===== config.mk =====
export PLATFORM = sky130hd
export DESIGN_NAME = wb_slave_decoder_n
export DESIGN_NICKNAME = d
export VERILOG_FILES = /design/src/rtl/wb_slave_decoder_n.sv
export SDC_FILE = /design/constraint.sdc
export NUM_CORES = 1
export LEC_CHECK = 0
export BUFFER_PORTS_ARGS = -buffer_cell sky130_fd_sc_hd__buf_4
export CORE_MARGIN = 2
export CORE_UTILIZATION = 30
export CTS_CLUSTER_DIAMETER = 50
export DETAILED_ROUTE_END_ITERATION = 16
export PLACE_DENSITY = 0.75
export SETUP_SLACK_MARGIN = 0.15
export SYNTH_ARGS = -nofsm -noshare
export SYNTH_HDL_FRONTEND = slang
export SYNTH_SLANG_ARGS = --single-unit
export TNS_END_PERCENT = 10

===== constraint.sdc =====
create_clock -name WBs_CLK_i -period 2.44 [get_ports WBs_CLK_i]
set_input_delay 0 -clock WBs_CLK_i [delete_from_list [all_inputs] [get_ports WBs_CLK_i]]
set_output_delay 0 -clock WBs_CLK_i [all_outputs]
set_load 0.01 [all_outputs]

===== src/rtl/wb_slave_decoder_n.sv =====
// Wishbone slave-side decoder: chip-select decode, ACK OR-ing, read-data mux and fault watchdog.
// Define WB_DECODER_TIMEOUT_EN to enable the WAIT-state timeout counter (ERR_STS_o[1] tied low otherwise).
module wb_slave_decoder_n #(
   parameter int unsigned                       NUM_SLAVES         = 4,
   parameter int unsigned                       APERWIDTH          = 17,
   parameter int unsigned                       APERSIZE           = 10,
   parameter logic [NUM_SLAVES*APERWIDTH-1:0]   BASE_ADDRS         = {17'h07000, 17'h06000, 17'h05000, 17'h04000},
   parameter logic [31:0]                       DEFAULT_READ_VALUE = 32'hBAD_FAB_AC,
   parameter int unsigned                       TIMEOUT_WIDTH      = 8,
   parameter int unsigned                       TIMEOUT_CYCLES     = 200
) (
   input  logic                         WBs_CLK_i,
   input  logic                         WBs_RST_i,
   input  logic [APERWIDTH-1:0]         WBs_ADR_i,
   input  logic                         WBs_CYC_i,
   input  logic                         WBs_STB_i,
   input  logic                         WBs_WE_i,
   output logic [31:0]                  WBs_RD_DAT_o,
   output logic                         WBs_ACK_o,
   output logic [NUM_SLAVES-1:0]        SLV_CYC_o,
   input  logic [NUM_SLAVES*32-1:0]     SLV_DAT_i,
   input  logic [NUM_SLAVES-1:0]        SLV_ACK_i,
   input  logic                         ERR_CLR_i,
   output logic [1:0]                   ERR_STS_o,
   output logic [APERWIDTH:0]           ERR_ADR_o,
   output logic                         BUS_ERR_INTR_o
);

   localparam int unsigned FIELD_W = APERWIDTH - APERSIZE;

   typedef enum logic [1:0] {
      ST_IDLE,
      ST_WAIT,
      ST_FAULT
   } state_t;

   state_t                  state, state_nxt;
   logic [NUM_SLAVES-1:0]   hit;
   logic                    hit_found;
   logic                    in_fault;
   logic                    req;
   logic                    slv_ack_hit;
   logic                    set_unmapped;
   logic                    fault_entry;
   logic                    sts_unmapped;
   logic                    sts_timeout;
   logic [APERWIDTH:0]      err_adr;
   logic [31:0]             rd_dat;

`ifdef WB_DECODER_TIMEOUT_EN
   localparam logic [TIMEOUT_WIDTH-1:0] TIMEOUT_LIMIT = TIMEOUT_WIDTH'(TIMEOUT_CYCLES);
   logic [TIMEOUT_WIDTH-1:0] cnt, cnt_nxt;
   logic                     set_timeout;
`endif

   // Lowest index wins when bases alias, keeping hit one-hot.
   always_comb begin : decode
      hit       = '0;
      hit_found = 1'b0;
      for (int unsigned i = 0; i < NUM_SLAVES; i++) begin
         if (!hit_found &&
             WBs_ADR_i[APERWIDTH-1:APERSIZE] == BASE_ADDRS[i*APERWIDTH+APERSIZE +: FIELD_W]) begin
            hit[i]    = 1'b1;
            hit_found = 1'b1;
         end
      end
   end

   assign in_fault = (state == ST_FAULT);
   assign req      = WBs_CYC_i & WBs_STB_i;

   assign SLV_CYC_o = (WBs_CYC_i && WBs_RST_i && !in_fault) ? hit : '0;

   // Qualifying by SLV_CYC_o masks unselected slaves and stray ACKs outside a cycle.
   assign slv_ack_hit = |(SLV_ACK_i & SLV_CYC_o);
   assign WBs_ACK_o   = WBs_RST_i & (slv_ack_hit | in_fault);

   always_comb begin : rd_mux
      rd_dat = DEFAULT_READ_VALUE;
      if (!in_fault) begin
         for (int unsigned i = 0; i < NUM_SLAVES; i++) begin
            if (hit[i]) rd_dat = SLV_DAT_i[i*32 +: 32];
         end
      end
   end

   assign WBs_RD_DAT_o = rd_dat;

   always_comb begin : fsm_next
      state_nxt    = state;
      set_unmapped = 1'b0;
`ifdef WB_DECODER_TIMEOUT_EN
      set_timeout  = 1'b0;
      cnt_nxt      = cnt;
`endif
      case (state)
         ST_IDLE: begin
            if (req) begin
               if (!hit_found) begin
                  state_nxt    = ST_FAULT;
                  set_unmapped = 1'b1;
               end else if (!slv_ack_hit) begin
                  state_nxt = ST_WAIT;
`ifdef WB_DECODER_TIMEOUT_EN
                  cnt_nxt   = TIMEOUT_WIDTH'(1);
`endif
               end
            end
         end
         ST_WAIT: begin
            if (!WBs_CYC_i || slv_ack_hit) begin
               state_nxt = ST_IDLE;
            end
`ifdef WB_DECODER_TIMEOUT_EN
            else if (cnt == TIMEOUT_LIMIT) begin
               state_nxt   = ST_FAULT;
               set_timeout = 1'b1;
            end else begin
               cnt_nxt = cnt + 1'b1;
            end
`endif
         end
         ST_FAULT: state_nxt = ST_IDLE;
         default:  state_nxt = ST_IDLE;
      endcase
   end

`ifdef WB_DECODER_TIMEOUT_EN
   assign fault_entry = set_unmapped | set_timeout;
`else
   assign fault_entry = set_unmapped;
`endif

   // A new error in the same cycle as ERR_CLR_i survives the clear.
   always_ff @(posedge WBs_CLK_i) begin
      if (!WBs_RST_i) begin
         state        <= ST_IDLE;
         sts_unmapped <= 1'b0;
         err_adr      <= '0;
`ifdef WB_DECODER_TIMEOUT_EN
         cnt          <= '0;
`endif
      end else begin
         state        <= state_nxt;
         sts_unmapped <= (sts_unmapped & ~ERR_CLR_i) | set_unmapped;
`ifdef WB_DECODER_TIMEOUT_EN
         cnt          <= cnt_nxt;
`endif
         if (fault_entry) err_adr <= {WBs_WE_i, WBs_ADR_i};
      end
   end

`ifdef WB_DECODER_TIMEOUT_EN
   always_ff @(posedge WBs_CLK_i) begin
      if (!WBs_RST_i) sts_timeout <= 1'b0;
      else            sts_timeout <= (sts_timeout & ~ERR_CLR_i) | set_timeout;
   end
`else
   assign sts_timeout = 1'b0;
`endif

   assign ERR_STS_o      = {sts_timeout, sts_unmapped};
   assign ERR_ADR_o      = err_adr;
   assign BUS_ERR_INTR_o = sts_timeout | sts_unmapped;

endmodule


Word level (Yosys, flattened, before mapping)
Cells that the tools add are included.
{ "totals": {"out_inout_bits": 58, "register_bits": 21, "wordCells": 54} }
{ "op_classes": {"n_bitwise": 7, "n_reduce_logical": 14, "n_mux": 21, "n_eq_ne": 9} }
{ "ops": {"columns": ["operator", "count"], "rows": [
  ["32-bit 2-to-1 mux", 5],
  ["7-bit by 5-bit equality test with 1-bit output (second input constant)", 4],
  ["1-bit 2-to-1 mux", 10],
  ["2-bit 2-to-1 mux", 4],
  ["1-bit logical AND", 5],
  ["1-bit zero test", 5],
  ["4-bit bitwise AND", 1],
  ["4-bit 2-to-1 mux", 1],
  ["2-bit inequality test (second input constant)", 2],
  ["2-bit case mux with 2 select lines", 1],
  ["4-bit OR reduction", 1],
  ["1-bit bitwise AND", 3],
  ["3-bit inequality test (second input constant)", 1],
  ["3-bit AND reduction", 1],
  ["2-bit by 1-bit equality test with 1-bit output (second input constant)", 1],
  ["2-bit equality test (second input constant)", 1],
  ["2-bit zero test", 1],
  ["1-bit OR", 2],
  ["1-bit logical OR", 1],
  ["1-bit NOT", 1]
]} }

Depth between registers and ports, before layout
{ "logic_depth": {"ltp_word": 18, "ltp_mapped": 5} }

Worst setup path after synthesis
OpenSTA, ideal clock, no wires.
{ "synth_timing": {"path_kind": "register -> register", "start": "register state[0]", "end": "register err_adr[10], in the netlist ERR_ADR_o[10]", "stages_incl_launch_ff": 6, "t_required_ps": 2368, "period_less_slack_ps": 1324, "slack_ps": 1116, "arrival_time_ps": 1252, "path_buffers": 2, "cell_sequence": "dfxtp_1 -> nor4bb_1 -> o21a_1 -> buf_6 -> buf_12 -> mux2i_1"} }
{ "synth_via": {"elab_chain_len": 2} }
{ "synth_lines": {"columns": ["item", "line", "rtl"], "rows": [
  ["start: declaration", "37", "state_t state, state_nxt;"],
  ["start signal: assignment", "144", "state <= state_nxt;"],
  ["2-bit zero test", "96", "case (state)"],
  ["1-bit 2-to-1 mux", "96", null],
  ["end signal: assignment", "149", "if (fault_entry) err_adr <= {WBs_WE_i, WBs_ADR_i};"],
  ["end: declaration", "47", "logic [APERWIDTH:0] err_adr;"]
]} }
No other way between the ends.
A chain may end at the register's enable or synchronous reset.

Worst setup path in the final report
{ "layout_timing": {"start": "register state[1]", "end": "output port SLV_CYC_o[0]"} }
{ "layout_via": {"elab_chain_len": 4} }
{ "layout_lines": {"columns": ["item", "line", "rtl"], "rows": [
  ["2-bit equality test", "69", "assign in_fault = (state == ST_FAULT);"],
  ["1-bit zero test", null, null],
  ["1-bit logical AND", "72", "assign SLV_CYC_o = (WBs_CYC_i && WBs_RST_i && !in_fault) ? hit : '0;"],
  ["4-bit 2-to-1 mux", "72", null],
  ["end: declaration", "20", "output logic [NUM_SLAVES-1:0] SLV_CYC_o,"]
]} }
No other way between the ends.

==> results by group <==
Timing
  – Fmax: ~0.59 GHz
  – TNS Setup: 0 ns
  – Final setup skew: 0.00163 ns
  – Final min period: approximately 1.7 ns
  – Pins over their slew limit: 0
  – RSZ-0062 raised after global routing: no
  – Hold Violations, Final: 1
  – Worst-margin pin slew: 0.511 ns
  – Slew headroom: 0.659
  – Final period utilization: 0.697
  – Setup ws final: approximately 0.74 ns
  – Worst hold margin: -0.00317 ns
  – Final setup vio count: 0

Global routing
  – First-pass GRT wire length: 11900 um
  – Initial antenna violation count: 0
  – GRT Overall Usage: 0.208
  – Total gr overflow: 0
  – Pin count of the biggest net entering global routing: 41
  – Vias in the first global route: 2436

Synthesis
  – Multiplexer share of the synthesized area: 0.466
  – Leading area contributor after synthesis: mux4_2
  – Most common flop cell mapped by yosys: dfxtp_1
  – Syn nets: 335
  – Compound-gate portion of the synthesized area: 0.0230
  – Ys Warns: 0
  – Syn Std Cell Area: 0.00196 mm2
  – Simple-gate share of the synthesized area: 0.239
  – Number of enable flip-flop cells after synthesis: 0
  – Netlist cell types: 28
  – Synth top cells by count: 36 x nand2_1, 33 x mux4_2, 21 x dfxtp_1
  – Async SR Flop Fraction: 0
  – Xor/xnor cell area share of the yosys netlist: 0
  – Sequential area share after synthesis: 0.214
  – Yosys reg bits: 21
  – Largest cells by area after synthesis: mux4_2 38%, dfxtp_1 21%, mux2i_1 8.7%, nand2_1 6.9%, nand2b_1 6.1%
  – Share of the synthesized area in the top cell type: 0.379
  – Syn Inst Count: 180
  – Average size of a mapped cell: 10.9 um2
  – Most frequent cell after synthesis: nand2_1
  – Main combinational cell family by area after synthesis: multiplexers
  – Adder-cell share of the synthesized area: 0

Critical path
  – Critical Setup Path Class: flip-flop to output pin
  – Startpoint Class: flip-flop
  – Bufs and invs on worst path: 2
  – Crit Path Max Fanout: 36
  – Slowest-stage cell, CP: dfxtp_1
  – FF-to-FF Start: state[0]
  – Crit-path most repeated cell: buf_4
  – Worst R2R Setup Slack: 0.96 ns
  – Reg-to-Reg End: ERR_ADR_o[0]
  – R2R cell count: 4
  – Worst EP required: 2.44 ns
  – CP max stage delay: 0.34 ns
  – Critical path arrival: 1.70 ns
  – Critical path's top delay family: simple AND/OR/NAND/NOR gates
  – Crit path cell chain: nor2b_1, nor3_4, buf_4, nor4b_2, buf_4
  – CP endpoint kind: output pin

Final layout
  – Layout cells sized above 1: 0.660
  – Final Net Count: 544
  – Antenna cells: 0
  – Final Instance Area: 0.00369 mm2
  – Synth-to-Final Area Change: 87.9%

Routing
  – Via count: 2303
  – Avg Vias per Cell: 4.95
  – WL final: 7810 um
  – Drt wl/cell: 16.8 um
  – DRC: 0
  – Iter 0 DRT Violations: 70
  – Antenna Violating Nets Remaining: 0
  – First-pass detailed-route iteration total: 4

Clock tree
  – Total CTS buffers: 3
  – Post-cts repair resize count: 0
  – Buffer levels on the longest clock path: 2
  – CTS clk-pin slew, worst paths: roughly 0.08 ns
  – CTS root buf: clkbuf_8
  – CTS tree: done
  – Post-CTS setup buffer count: 0
  – Max H-tree Level: 1
  – Clk sinks: 21
  – Worst skew pair latency: 0.26 ns

Hold path
  – Hold depth: 3
  – Hold worst-path end: ERR_ADR_o[0]
  – Hold wc startpoint: WBs_ADR_i[0]
  – HP Class: primary input to flip-flop

Pwr
  – Power Dens Cells: roughly 280 mW/mm2
  – Leakage: 1.71 nW
  – Peak supply drop: 0.000289 V

Die
  – Top Ports: 213
  – Die area: 0.00720 mm2
  – Placeable Area: between 0.006 and 0.007 mm2
  – Row count: 29
  – Initial core utilization: 0.309
  – Die H: approximately 85 um
  – Chip width: 84.9 um

Outcome
  – Failing checks: negative hold slack
  – Outcome: finished with violations

Place
  – Dpl hpwl: roughly 6500 um
  – Dpl ws: 0.855 ns
  – Count of input and output buffers: 211
  – RePlAce Congestion: approximately 0.83
  – Placed inst area: 0.00357 mm2

Flow run
  – MaxCap Viol Count: 0
-- how the worst max path moves through the flow --
stage / from / end / slack [ns] / cells after the start
4_1_cts: state[1] / SLV_CYC_o[0] / 0.72 / 5
3_3_place_gp: WBs_ADR_i[15] / SLV_CYC_o[0] / 0.87 / 6
3_5_place_dp: WBs_ADR_i[15] / SLV_CYC_o[0] / 0.86 / 6
6_report: state[1] / SLV_CYC_o[0] / 0.74 / 5
2_1_floorplan: state[0] / ERR_ADR_o[10] / 1.12 / 5
5_1_grt: state[1] / SLV_CYC_o[0] / 0.60 / 5
-- power by group --
part | switching [mW] | internal, mW
registers | 0.00942 | 0.360
logic | 0.140 | 0.308
clock network | 0.114 | 0.114
-- tightest hold or removal path, stage by stage --
cell and delay [ns]:
buf_4 0.11, nand2_1 0.04, mux2i_1 0.06
-- registers in the layout, summed over array words and instances, names as in the netlist --
register        count
BUS_ERR_INTR_o      1
ERR_ADR_o          18
state               2
-- final cells by class --
class	count	area (um2)
fill	585	2660
timing repair buffer	223	1690
multi-input combinational	140	1430
sequential	21	420
tap	77	96.3
clock buffer	3	41.3
clock inverter	1	5.00
-- stage by stage --
| stage | power (mW) | utilization | hold slack (ns) | std cells |
|---|---|---|---|---|
| 6_report | 1.05 | 0.580 | -0.00317 | 465 |
| 5_1_grt | 1.10 | 0.580 | 0.00113 | 465 |
| 4_1_cts | 1.05 | 0.579 | 0.000486 | 464 |
| 3_5_place_dp | 0.819 | 0.562 | 0.266 | 454 |
| 3_3_place_gp | 0.808 | 0.562 | 0.263 | 454 |
| 2_1_floorplan | 0.574 | - | 0.133 | 180 |
-- cell families (layout without fill, tap and decap cells) --
group | Yosys count | after routing
multiplexers | 50 | 50
other | 1 | 1
AO/OA/AOI/OAI | 6 | 6
AND/OR/NAND/NOR | 83 | 83
buffers and inverters | 19 | 227
flip-flops | 21 | 21
-- cell usage in the layout (no fill, tap or decap), drive strengths merged, types with 2 or more instances in the layout --
master and count:
and2 12, and4b 2, buf 216, clkbuf 3
dfxtp 21, dlygate4sd3 7, mux2i 17, mux4 33
nand2 36, nand2b 19, nor2b 2, nor4 2
o21a 2, or2b 3
-- what timing repair did --
action,4_1_cts,5_1_grt
setup endpoints to repair,0,0
hold buffers,6,1
endpoints found under the hold margin,6,1
-- layer usage --
metal,global-route usage,part of all wire,up-vias
li1,-,-,1081
met1,0.232,0.34,1100
met2,0.406,0.57,112
met3,0.0428,0.073,10
met4,0.0447,0.019,0
met5,0,0,-
Power figures use the tool's default switching activity.
